## config.mk

```make
export PLATFORM = sky130hd
export DESIGN_NAME = nibble_serial_adder_flat
export DESIGN_NICKNAME = d
export VERILOG_FILES = /design/src/rtl/nibble_serial_adder_if.sv /design/src/rtl/nibble_serial_adder.sv /design/src/flat_wrapper.sv
export SDC_FILE = /design/constraint.sdc
export NUM_CORES = 1
export LEC_CHECK = 0
export CORE_ASPECT_RATIO = 1.5
export CORE_UTILIZATION = 49
export DETAILED_ROUTE_END_ITERATION = 10
export PLACE_DENSITY = 0.88
export SYNTH_ARGS = -nofsm -noshare
export SYNTH_HDL_FRONTEND = slang
export SYNTH_SLANG_ARGS = --single-unit
```

## constraint.sdc

```tcl
create_clock -name clk -period 4.9 [get_ports clk]
set_input_delay 0.735 -clock clk [delete_from_list [all_inputs] [get_ports clk]]
set_output_delay 0.735 -clock clk [all_outputs]
set_load 0.01 [all_outputs]
```

## src/rtl/nibble_serial_adder_if.sv

```systemverilog
// rtl/nibble_serial_adder_if.sv - operand/result bundle for nibble_serial_adder
//
// Purpose: groups the start/operand handshake and the result outputs of the
//   nibble-serial adder so source, sink and adder share one connection.
// Parameters:
//   NIBBLES   nibbles per operand; sum_out is 4*NIBBLES bits wide
// Signals (direction as seen from the adder, modport slave):
//   start     in   begin an operation (honoured in IDLE/DONE only)
//   cin_init  in   carry-in for nibble 0, captured with an accepted start
//   in_valid  in   a_nib/b_nib valid
//   in_ready  out  adder accepts a nibble this cycle
//   a_nib     in   operand A nibble, LSB nibble first
//   b_nib     in   operand B nibble, LSB nibble first
//   sum_out   out  assembled sum, nibble k in bits [4k+3:4k]
//   cout      out  carry-out of the last nibble
//   busy      out  operation in progress (ADD state)
//   done      out  one-cycle pulse when sum_out/cout are final
//   ovf       out  signed overflow flag, only with OVERFLOW_FLAG_EN defined
// The master modport is the mirror image for the operand source / result sink.

interface nibble_serial_adder_if #(
  parameter int NIBBLES = 4
);
  logic                   start;
  logic                   cin_init;
  logic                   in_valid;
  logic                   in_ready;
  logic [3:0]             a_nib;
  logic [3:0]             b_nib;
  logic [4*NIBBLES-1:0]   sum_out;
  logic                   cout;
  logic                   busy;
  logic                   done;
`ifdef OVERFLOW_FLAG_EN
  logic                   ovf;
`endif

  modport slave (
    input  start,
    input  cin_init,
    input  in_valid,
    input  a_nib,
    input  b_nib,
    output in_ready,
    output sum_out,
    output cout,
    output busy,
`ifdef OVERFLOW_FLAG_EN
    output ovf,
`endif
    output done
  );

  modport master (
    output start,
    output cin_init,
    output in_valid,
    output a_nib,
    output b_nib,
    input  in_ready,
    input  sum_out,
    input  cout,
    input  busy,
`ifdef OVERFLOW_FLAG_EN
    input  ovf,
`endif
    input  done
  );
endinterface

```

## src/rtl/nibble_serial_adder.sv

```systemverilog
// rtl/nibble_serial_adder.sv - multi-precision adder fed one nibble per handshake
//
// Purpose: adds two 4*NIBBLES-bit unsigned operands presented LSB nibble
//   first, one nibble pair per in_valid/in_ready transfer. A combinational
//   4-bit add stage is reused every transfer; its carry-out is registered and
//   fed back as the carry-in of the next nibble.
// Parameters:
//   NIBBLES   nibbles per operand, 2..16
// Ports:
//   clk       in   rising-edge clock
//   rst       in   synchronous reset, active-high
//   bus       slave modport of nibble_serial_adder_if (start, cin_init,
//             in_valid/in_ready, a_nib, b_nib, sum_out, cout, busy, done[, ovf])
// Optional feature:
//   OVERFLOW_FLAG_EN  when defined, bus.ovf reports signed two's-complement
//                     overflow of the full-width add, registered with cout.

module nibble_serial_adder #(
  parameter int NIBBLES = 4
) (
  input  logic                 clk,
  input  logic                 rst,
  nibble_serial_adder_if.slave bus
);

  localparam int CW = $clog2(NIBBLES);

  typedef enum logic [1:0] {
    S_IDLE = 2'd0,
    S_ADD  = 2'd1,
    S_DONE = 2'd2
  } state_t;

  state_t               r_state;
  state_t               w_next;
  logic                 w_in_ready;
  logic                 w_busy;
  logic                 w_done;
  logic                 w_accept;   // start honoured this cycle
  logic                 w_xfer;     // nibble transfer this cycle
  logic                 w_last;     // current transfer is the final nibble

  logic                 r_carry;
  logic [CW-1:0]        r_count;
  logic [4*NIBBLES-1:0] r_sum;
  logic                 r_cout;
  logic [4:0]           w_add;

  // 4-bit ripple stage: {carry, sum} of the current nibble pair
  assign w_add  = {1'b0, bus.a_nib} + {1'b0, bus.b_nib} + {4'b0000, r_carry};
  assign w_last = (r_count == CW'(NIBBLES - 1));

  always_ff @(posedge clk) begin
    if (rst) begin
      r_state <= S_IDLE;
    end else begin
      r_state <= w_next;
    end
  end

  // handshake outputs depend on state only
  always_comb begin
    w_next     = r_state;
    w_in_ready = 1'b0;
    w_busy     = 1'b0;
    w_done     = 1'b0;
    w_accept   = 1'b0;
    w_xfer     = 1'b0;
    case (r_state)
      S_IDLE: begin
        if (bus.start) begin
          w_accept = 1'b1;
          w_next   = S_ADD;
        end
      end
      S_ADD: begin
        w_in_ready = 1'b1;
        w_busy     = 1'b1;
        w_xfer     = bus.in_valid;
        if (bus.in_valid && w_last) begin
          w_next = S_DONE;
        end
      end
      S_DONE: begin
        w_done = 1'b1;
        if (bus.start) begin
          w_accept = 1'b1;
          w_next   = S_ADD;
        end else begin
          w_next   = S_IDLE;
        end
      end
      default: begin
        w_next = S_IDLE;
      end
    endcase
  end

`ifdef OVERFLOW_FLAG_EN
  logic       r_ovf;
  logic [3:0] w_low3;

  // bit 3 of w_low3 is the carry into bit 3 of the current nibble; on the
  // MSB nibble, XOR with the carry out of bit 3 gives signed overflow
  assign w_low3 = {1'b0, bus.a_nib[2:0]} + {1'b0, bus.b_nib[2:0]} + {3'b000, r_carry};

  always_ff @(posedge clk) begin
    if (rst) begin
      r_ovf <= 1'b0;
    end else if (w_accept) begin
      r_ovf <= 1'b0;
    end else if (w_xfer && w_last) begin
      r_ovf <= w_low3[3] ^ w_add[4];
    end
  end

  assign bus.ovf = r_ovf;
`endif

  always_ff @(posedge clk) begin
    if (rst) begin
      r_carry <= 1'b0;
      r_count <= '0;
      r_sum   <= '0;
      r_cout  <= 1'b0;
    end else if (w_accept) begin
      r_carry <= bus.cin_init;
      r_count <= '0;
      r_sum   <= '0;
      r_cout  <= 1'b0;
    end else if (w_xfer) begin
      for (int k = 0; k < NIBBLES; k++) begin
        if (r_count == CW'(k)) begin
          r_sum[4*k +: 4] <= w_add[3:0];
        end
      end
      r_carry <= w_add[4];
      r_count <= r_count + CW'(1);
      if (w_last) begin
        r_cout <= w_add[4];
      end
    end
  end

  assign bus.in_ready = w_in_ready;
  assign bus.busy     = w_busy;
  assign bus.done     = w_done;
  assign bus.sum_out  = r_sum;
  assign bus.cout     = r_cout;

endmodule

```

## src/flat_wrapper.sv

```systemverilog
// flat-port wrapper written by rule: the top's interface ports become plain ports
module nibble_serial_adder_flat 
#(
  parameter int NIBBLES = 4
)
  (clk, rst, bus_start, bus_cin_init, bus_in_valid, bus_a_nib, bus_b_nib, bus_in_ready, bus_sum_out, bus_cout, bus_busy, bus_done);
  nibble_serial_adder_if #(.NIBBLES(NIBBLES)) bus_i ();
  input  logic clk;
  input  logic rst;
  input wire logic [$bits(bus_i.start)-1:0] bus_start;
  input wire logic [$bits(bus_i.cin_init)-1:0] bus_cin_init;
  input wire logic [$bits(bus_i.in_valid)-1:0] bus_in_valid;
  input wire logic [$bits(bus_i.a_nib)-1:0] bus_a_nib;
  input wire logic [$bits(bus_i.b_nib)-1:0] bus_b_nib;
  output wire logic [$bits(bus_i.in_ready)-1:0] bus_in_ready;
  output wire logic [$bits(bus_i.sum_out)-1:0] bus_sum_out;
  output wire logic [$bits(bus_i.cout)-1:0] bus_cout;
  output wire logic [$bits(bus_i.busy)-1:0] bus_busy;
  output wire logic [$bits(bus_i.done)-1:0] bus_done;
  assign bus_i.start = bus_start;
  assign bus_i.cin_init = bus_cin_init;
  assign bus_i.in_valid = bus_in_valid;
  assign bus_i.a_nib = bus_a_nib;
  assign bus_i.b_nib = bus_b_nib;
  assign bus_in_ready = bus_i.in_ready;
  assign bus_sum_out = bus_i.sum_out;
  assign bus_cout = bus_i.cout;
  assign bus_busy = bus_i.busy;
  assign bus_done = bus_i.done;
  nibble_serial_adder #(.NIBBLES(NIBBLES)) u_core (.clk(clk), .rst(rst), .bus(bus_i));
endmodule
```

==> reports/results.ini <==
[worst_setup_path]
max_stage_delay_ps=470
crit_arrival_ps=2710
cp_cell_sequence=clkdlybuf4s50_1 > inv_1 > fa_1 > fa_1 > xnor2_1 > nand2_1 > a21oi_1
startpoint_type=primary input
critical_path_class=primary input to flip-flop
required_ps=5130
critical-path-top-delay-family=adder cells
cp_num_buf_inv=2
end_kind=flip-flop
cpMostUsedCell=fa_1
crit_slowest_cell=fa_1
cp_max_fo=4

[clock_tree]
holdBufCountCts=0
clk_latency_ps=320
clkSinkCount=22
cts_setup_buffers=0
postCtsResizedCells=0
cts_max_level=1
clk_path_buf_depth=2
cts_tree=built
root_buffer=clkbuf_4
cts_buffers=3
clkTransAtPathRegs_ps=130

[timing]
fin_crit_sh_pct=50.5
setup_viol=0
fin_crit_ps=2470
final-hold-violation-count=0
setup_ws_ps=2430
finalSetupTns_ps=0
worst_slew_pin_slew_ps=812
skew_ps=12.5
slew_violations=0
slew_headroom_pct=45.9
rsz0062_at_grt=false
max_freq_ghz=0.404

[route]
viasPerCell=5.47
met3_wirelength_um=67
firstDrtPassIters=4
met2_wirelength_um=1230
top_layer_used=met4
drt-initial-drc-count=25
ant_nets=0
routedWlPerCell_um=13.6
met1_length_um=946
wirelength_um=2300
num_vias=924
drc=0

[grt]
grt_pass1_vias=905
antenna_found_initial=0
grt_usage_pct=22.5
overflow=0
grt_pass1_wl_um=3710
grt_max_degree=15

[floorplanning]
num_rows=20
num_io_pins=33
die_area_mm2=0.00242
core_area_mm2=0.00205
die_height_um=59.7
die_w_um=40.5
initial_core_util_pct=53.0

[logic_synthesis]
synth.avg_cell_area_um2=9.14
yosys-top-cells-area=dfxtp_1 (41%), ha_1 (8.1%), nor2_1 (5.9%)
synth_top_area_cell=dfxtp_1
synth_top_cell_area_share_pct=40.5
seq_area_frac_synth_pct=40.5
netlist_area_mm2=0.00109
yosysWarnings=0
synth_common_cells=dfxtp_1 (22), nor2_1 (17), inv_1 (9)
ys_types=31
yosysMostFrequentCell=dfxtp_1
syn_inst=119
synth_edf_count=0
synth-main-ff-cell=dfxtp_1
yosys_register_bits=22
postSynth.asyncResetShare_pct=0
syn_nets=141

[power_and_ir_drop]
internal_power_uw=293
ir_worst_vdd_mv=0.177
power_frac_clock_pct=36.9
switching_power_uw=92.1
switching_share_pct=23.9
comb_power_share_pct=15.3
pwr_density_cell_mw_per_mm2=271
seqPwrFrac_pct=47.8
power_leakage_uw=0.000539

[final_layout]
final_cells=169
layout.nets=170
fillers=160
design_area_mm2=0.00142
layout-drive-gt1-share_pct=5.44
num_antenna_cells=0
area_growth_pct=30.7

[run_status]
status=completed

[place]
dpl-instance-area_mm2=0.00137
place_inst=165
dp_hpwl_um=1790
pre_cts_ws_ps=2140
gp_congestion=0.860
portBuffers=32

[hold_path]
hold_class=flip-flop to flip-flop

[run]
maxCapViolations=0

[layer usage]
| layer | GRT usage (%) | vias up |
|---|---|---|
| met4 | 15.2 | 0 |
| met2 | 37.6 | 23 |
| met1 | 24.3 | 437 |
| li1 | - | 457 |
| met5 | 0 | - |
| met3 | 3.35 | 7 |
[final timing paths]
| path | startpoint | end | slack (ps) | cells past startpoint |
|---|---|---|---|---|
| max | bus_b_nib[0] | u_core.bus.sum_out[14] | 2430 | 7 |
| min reg2reg | u_core.bus.sum_out[15] | u_core.bus.sum_out[15] | 480 | 2 |
| min | u_core.bus.sum_out[15] | u_core.bus.sum_out[15] | 480 | 2 |
| max reg2reg | u_core.r_carry | u_core.bus.sum_out[14] | 3030 | 6 |
[state kept, by name (all words and copies together), names as in the netlist]
signal and flops:
u_core.bus.sum_out 16, u_core.r_count 2, u_core.r_state 2, u_core.bus.cout 1, u_core.r_carry 1
[tightest hold or removal path: stages, from the launching register on]
cell and delay, ps:
dfxtp_1 340, nand3_1 60, o21ai_1 50
[area by class of cell]
type,instances,area [µm²],area share (%)
well taps,22,27.5,1.94
flip-flops and latches,22,440,31.0
clock inverters,1,30.0,2.11
repair buffers,32,320,22.5
clock buffers,3,22.5,1.58
multi-input cells,80,547,38.5
inverters,9,33.8,2.38
[cells in the final DEF, fill, tap and decap left out, drive strengths merged]
master          n
o31ai           1
ha              7
or2             1
nor3            1
nor4            1
dfxtp          22
nand2           4
o21ai           6
nand3           6
and3            1
xnor2           2
a21o            1
a21oi           5
and3b           1
fa              2
mux2i           3
nor2b           2
nor2           17
a211oi          8
bufinv          1
clkdlybuf4s50  32
and2b           2
o21a            2
clkbuf          3
a31oi           1
nand3b          3
inv             9
and2            3
[power by group through the flow]
stage / combinational (µW) / clock (µW) / sequential (µW)
detailed placement: 58.9 / 0 / 188
finish: 58.9 / 142 / 184
CTS: 59.2 / 142 / 184
global route: 64.9 / 150 / 185
floorplan: 37.3 / 0 / 188
global placement: 57.4 / 0 / 188
[cells by family after synthesis]
logic type | count (synthesis) | share of synthesized area (%)
xor+xnor | 2 | 1.61
flops | 22 | 40.5
buf+inv | 17 | 9.21
mux | 3 | 2.76
simple gates | 42 | 20.3
fa+ha+maj | 9 | 11.7
compound gates | 24 | 13.9
[metrics by stage]
stage	power [µW]	hold WS [ps]	util, %
2_1_floorplan	226	481	-
3_3_place_gp	245	451	66.7
3_5_place_dp	247	464	66.7
4_1_cts	385	478	69.3
5_1_grt	400	505	69.3
6_report	385	478	69.3
Note: power is estimated with default switching activity, not from simulation.
==> RTL change 1, RTL diff (same flow settings) <==
`NIBBLES` is set to 4 in 3 places; all go to 8. Comments in the files are not updated.
--- a/src/rtl/nibble_serial_adder_if.sv
+++ b/src/rtl/nibble_serial_adder_if.sv
@@ -21,3 +21,3 @@
 interface nibble_serial_adder_if #(
-  parameter int NIBBLES = 4
+  parameter int NIBBLES = 8
 );
--- a/src/rtl/nibble_serial_adder.sv
+++ b/src/rtl/nibble_serial_adder.sv
@@ -18,3 +18,3 @@
 module nibble_serial_adder #(
-  parameter int NIBBLES = 4
+  parameter int NIBBLES = 8
 ) (
--- a/src/flat_wrapper.sv
+++ b/src/flat_wrapper.sv
@@ -3,3 +3,3 @@
 #(
-  parameter int NIBBLES = 4
+  parameter int NIBBLES = 8
 )
Ports: changed (resized bus_sum_out); port bits go from 33 to 49. The function was not compared with the original's and may differ.
==> RTL change 1 against the original RTL <==
The flow now finishes with violations (design-rule violations); cell area up 60%; synthesized area grew 59%; setup slack worse by 0.11 ns; count of clock-buffer cells in the layout grew 3; sequential cell count increased by 17; cell count grew 61%; total power is 56% higher; via count grew 60%; routed wire length up 61%.
==> RTL change 1: results (changes against the original RTL) <==
| Metric | Value |
|---|---|
| Vias in the first global route | 1,329 (was 905) |
| Pleak | 0.8053 nW (was 0.5389 nW) |
| CP peak stage delay | 0.61 ns (was 0.47 ns) |
| Status | complete, but fails checks (was completed) |
| Pin count of the biggest net entering global routing | 28 (was 15) |
| First drt pass iteration count | 7 (was 4) |
| Crit path max-delay family | XOR/XNOR gates (was adder cells) |
| Via count | 1,474 (was 924) |
| Max FO, Critical Path | 8 (was 4) |
| Syn Area/Cell | 9.398 µm² (was 9.137 µm²) |
| Wirelength, routed | 3709 µm (was 2301 µm) |
| Worst-Margin Slew | 0.9571 ns (was 0.8121 ns) |
| Synth area leaders | dfxtp_1 (45%), ha_1 (6.5%), nand2_1 (5.6%) (was dfxtp_1 (41%), ha_1 (8.1%), nor2_1 (5.9%)) |
| Root Buffer | clkbuf_8 (was clkbuf_4) |
| Failing checks | design-rule violations |
| Arr. time, crit path | 2.80 ns (was 2.71 ns) |
| Layout cells sized above 1 | 8.261% (was 5.442%) |
| H-tree depth | 2 (was 1) |
| Fin nets | 255 (was 170) |
| Slowest cell on crit path | xnor2_1 (was fa_1) |
| Seq/Total Area, Yosys | 45.15% (was 40.51%) |
| Final clock skew | 0.003714 ns (was 0.01248 ns) |
| P_int | 0.4462 mW (was 0.2933 mW) |
| Yosys cell types | 38 (was 31) |
| Port bufs | 48 (was 32) |
| Final Non-Filler Cells | 272 (was 169) |
| Peak VDD IR | 0.1909 mV (was 0.1769 mV) |
| First-pass GRT wire length | 5789 µm (was 3705 µm) |
| Cts bufs inserted | 5 (was 3) |
| Flip-flop count of the largest register after layout | 32 (was 16) |
| Clock transition at the registers of the reported paths | 0.07 ns (was 0.13 ns) |
| DR iter-0 viols | 33 (was 25) |
| Commonest cells post-synth | dfxtp_1 (39), nand2_1 (26), a21oi_1 (18) (was dfxtp_1 (22), nor2_1 (17), inv_1 (9)) |
| Overall Global Routing Usage | 21.09% (was 22.48%) |
| Gpl congestion | 0.7513 (was 0.8596) |
| Drc violations | 1 (was 0) |
| Cells after DPL | 266 (was 165) |
| Hpwl dp | 2786 µm (was 1788 µm) |
[RTL change 1: cell types whose count changed in the layout (fill, tap and decap cells not counted), moves of 4 or more]
cell / before / now
o31ai_1: 1 / 6
dfxtp_1: 22 / 39
nand2_1: 4 / 26
nor2_1: 17 / 12
a21oi_1: 5 / 18
a211oi_1: 8 / 1
o21ai_1: 4 / 0
clkdlybuf4s50_1: 32 / 48
nand3_1: 6 / 16
clkbuf_8: 0 / 5
[RTL change 1: per-stage QoR]
stage	power (mW)	area, µm²	setup WS (ns)	hold slack (ns)
global route	0.6260	2278	2.199	0.4813
floorplan	0.3829	1729	2.754	0.4658
finish	0.6015	2278	2.312	0.4598
detailed placement	0.4131	2206	2.021	0.4496
global placement	0.4116	2206	2.117	0.4447
CTS	0.6070	2278	2.328	0.4613
[RTL change 1: cells by family after synthesis]
group / count (synthesis) / share of synthesized area, %
AO/OA/AOI/OAI: 39 / 15.63
AND/OR/NAND/NOR: 72 / 20.48
flip-flops: 39 / 45.15
buffers and inverters: 15 / 4.992
XOR/XNOR: 2 / 1.448
multiplexers: 6 / 3.473
adder cells (fa/ha/maj): 11 / 8.828
[RTL change 1: area by class of cell]
| cell class | count | area (µm²) |
|---|---|---|
| fill | 299 | 1105 |
| multi-input combinational | 130 | 862.1 |
| sequential | 39 | 780.7 |
| timing repair buffer | 49 | 488.0 |
| clock buffer | 6 | 72.57 |
| tap | 42 | 52.55 |
| inverter | 6 | 22.52 |
[RTL change 1: worst paths after layout]
kind | start | endpoint | slack (ns) | cells past startpoint
min reg2reg | u_core.bus.sum_out[4]$_SDFFE_PP0P_ | u_core.bus.sum_out[4]$_SDFFE_PP0P_ | 0.46 | 2
max | bus_b_nib[0] | u_core.bus.sum_out[14]$_SDFFE_PP0P_ | 2.31 | 7
max reg2reg | u_core.r_carry$_SDFFE_PP0P_ | u_core.bus.sum_out[14]$_SDFFE_PP0P_ | 2.91 | 6
min | u_core.bus.sum_out[4]$_SDFFE_PP0P_ | u_core.bus.sum_out[4]$_SDFFE_PP0P_ | 0.46 | 2
[RTL change 1: power by group through the flow]
| stage | Clock, mW | Sequential, mW | Combinational [mW] |
|---|---|---|---|
| finish | 0.196 | 0.324 | 0.0816 |
| global route | 0.214 | 0.324 | 0.0884 |
| CTS | 0.201 | 0.324 | 0.0824 |
| detailed placement | 0 | 0.331 | 0.0823 |
| global placement | 0 | 0.331 | 0.0810 |
| floorplan | 0 | 0.331 | 0.0522 |
[RTL change 1: per-layer routing]
metal	up-vias	GRT usage [%]	routed length, µm
met5	-	0	0
met4	0	12.65	86
met3	7	5.253	151
met2	46	39.11	2075
met1	691	20.99	1395
li1	730	-	-
==> RTL change 2, RTL diff (same settings) <==
Made on the original files. Encoding of `state_t`: now one-hot (3 bits for 3 states).
--- a/src/rtl/nibble_serial_adder.sv
+++ b/src/rtl/nibble_serial_adder.sv
@@ -27,6 +27,6 @@
 
-  typedef enum logic [1:0] {
-    S_IDLE = 2'd0,
-    S_ADD  = 2'd1,
-    S_DONE = 2'd2
+  typedef enum logic [2:0] {
+    S_IDLE = 3'b001,
+    S_ADD  = 3'b010,
+    S_DONE = 3'b100
   } state_t;
Formal check against the unedited RTL: same outputs for any inputs over 10 cycles, from zero or initial values and one cycle with rst high; not proved beyond that.
==> RTL change 2 against the original RTL <==
Global-route usage down 3.2 points; routed wire length is 2.6% higher; register-to-register slack gained 0.16 ns; total power down 14%; combinational power fell by 13%; cell area grew 4.3%; synthesized area grew 6.2%; setup slack improved by 0.11 ns; worst hold slack worse by 0.015 ns; first-iteration DRC count grew 44%; non-clock buffer count is the same; critical path depth fell by 5; sequential cell count grew 1; die area up 6.0%; largest cell class unchanged; highest routed layer unchanged.
==> RTL change 2: results (changes against the original RTL) <==
| Metric | Value |
|---|---|
| Yosys cell types | 35 (was 31) |
| Fillers | 171 (was 160) |
| Syn Inst Count | 121 (was 119) |
| Crit path max-delay family | buffers and inverters (was adder cells) |
| Arr. time, crit path | 1.63 ns (was 2.71 ns) |
| Vias per inst | 5.606 (was 5.467) |
| ClkCell Share | 1.857% (was 3.697%) |
| CP peak stage delay | 0.59 ns (was 0.47 ns) |
| Fin nets | 175 (was 170) |
| Met3 wire length | 126 µm (was 67 µm) |
| Routed met1 length | 914 µm (was 946 µm) |
| Pre-CTS setup slack | 2.301 ns (was 2.145 ns) |
| Seq/Total Area, Yosys | 39.87% (was 40.51%) |
| Worst Min Path Start | u_core.bus.sum_out[6]$_SDFFE_PP0P_ (was u_core.bus.sum_out[15]$_SDFFE_PP0P_) |
| Synth area leaders | dfxtp_1 (40%), ha_1 (7.6%), a21oi_1 (5.6%) (was dfxtp_1 (41%), ha_1 (8.1%), nor2_1 (5.9%)) |
| Mapped Nets | 143 (was 141) |
| Placed Instance Area | 1455 µm² (was 1369 µm²) |
| Multi-input combinational cell area | 623.1 µm² (was 546.8 µm²) |
| Final clock skew | 0.006672 ns (was 0.01248 ns) |
| Gpl congestion | 0.7585 (was 0.8596) |
| Area grow syn2layout | 28.39% (was 30.72%) |
| Syn Area/Cell | 9.544 µm² (was 9.137 µm²) |
| Worst hold stages | 2 (unchanged) |
| Status | completed (unchanged) |
| Met2 global-route usage | 38.17% (was 37.64%) |
| First-pass GRT wire length | 3843 µm (was 3705 µm) |
| Layout cells sized above 1 | 7.895% (was 5.442%) |
| Wirelength, routed | 2361 µm (was 2301 µm) |
| Pleak | 0.5448 nW (was 0.5389 nW) |
| Met2 wire length | 1288 µm (was 1227 µm) |
| Post-CTS setup buffers | 0 (unchanged) |
| Register share of the cell area | 31.05% (was 30.99%) |
| Max FO, Critical Path | 6 (was 4) |
| Pin count of the biggest net entering global routing | 18 (was 15) |
| Worst reg2reg startpoint | u_core.r_carry$_SDFFE_PP0P_ (unchanged) |
| Via count | 981 (was 924) |
| Hpwl dp | 1860 µm (was 1788 µm) |
| CTS sink cnt | 23 (was 22) |
| Peak VDD IR | 0.1549 mV (was 0.1769 mV) |
| Commonest cells post-synth | dfxtp_1 (23), a21oi_1 (13), nor2_1 (13) (was dfxtp_1 (22), nor2_1 (17), inv_1 (9)) |
| Non-clk invs | 6 (was 9) |
| Met3 Track Usage GR | 2.346% (was 3.346%) |
| Slowest cell on crit path | clkdlybuf4s50_1 (was fa_1) |
| Worst setup startpoint | u_core.r_state[0]$_SDFFE_PP1P_ (was bus_b_nib[0]) |
| Multi-input gates | 87 (was 80) |
| Grt met1 use | 21.05% (was 24.35%) |
| Slew headroom | 75.22% (was 45.86%) |
| Cells after DPL | 171 (was 165) |
| Port bufs | 32 (unchanged) |
==> RTL change 2: path summary, 6_finish.rpt <==
path | to | slack [ns]
max reg2reg | u_core.bus.sum_out[10]$_SDFFE_PP0P_ | 3.19
min reg2reg | u_core.bus.sum_out[6]$_SDFFE_PP0P_ | 0.46
min | u_core.bus.sum_out[6]$_SDFFE_PP0P_ | 0.46
max | bus_busy | 2.53
==> RTL change 2: report_power, final <==
part	total [mW]	switching [mW]	internal, mW
combinational	0.0512	0.0267	0.0245
clock	0.0882	0.0576	0.0305
sequential	0.192	0.00297	0.189
==> RTL change 2: logic make-up after synthesis <==
| family | synth area share [%] |
|---|---|
| adder cells (fa/ha/maj) | 11.05 |
| AND/OR/NAND/NOR | 20.81 |
| XOR/XNOR | 3.684 |
| buffers and inverters | 6.175 |
| flip-flops | 39.87 |
| AO/OA/AOI/OAI | 13.11 |
| multiplexers | 5.309 |
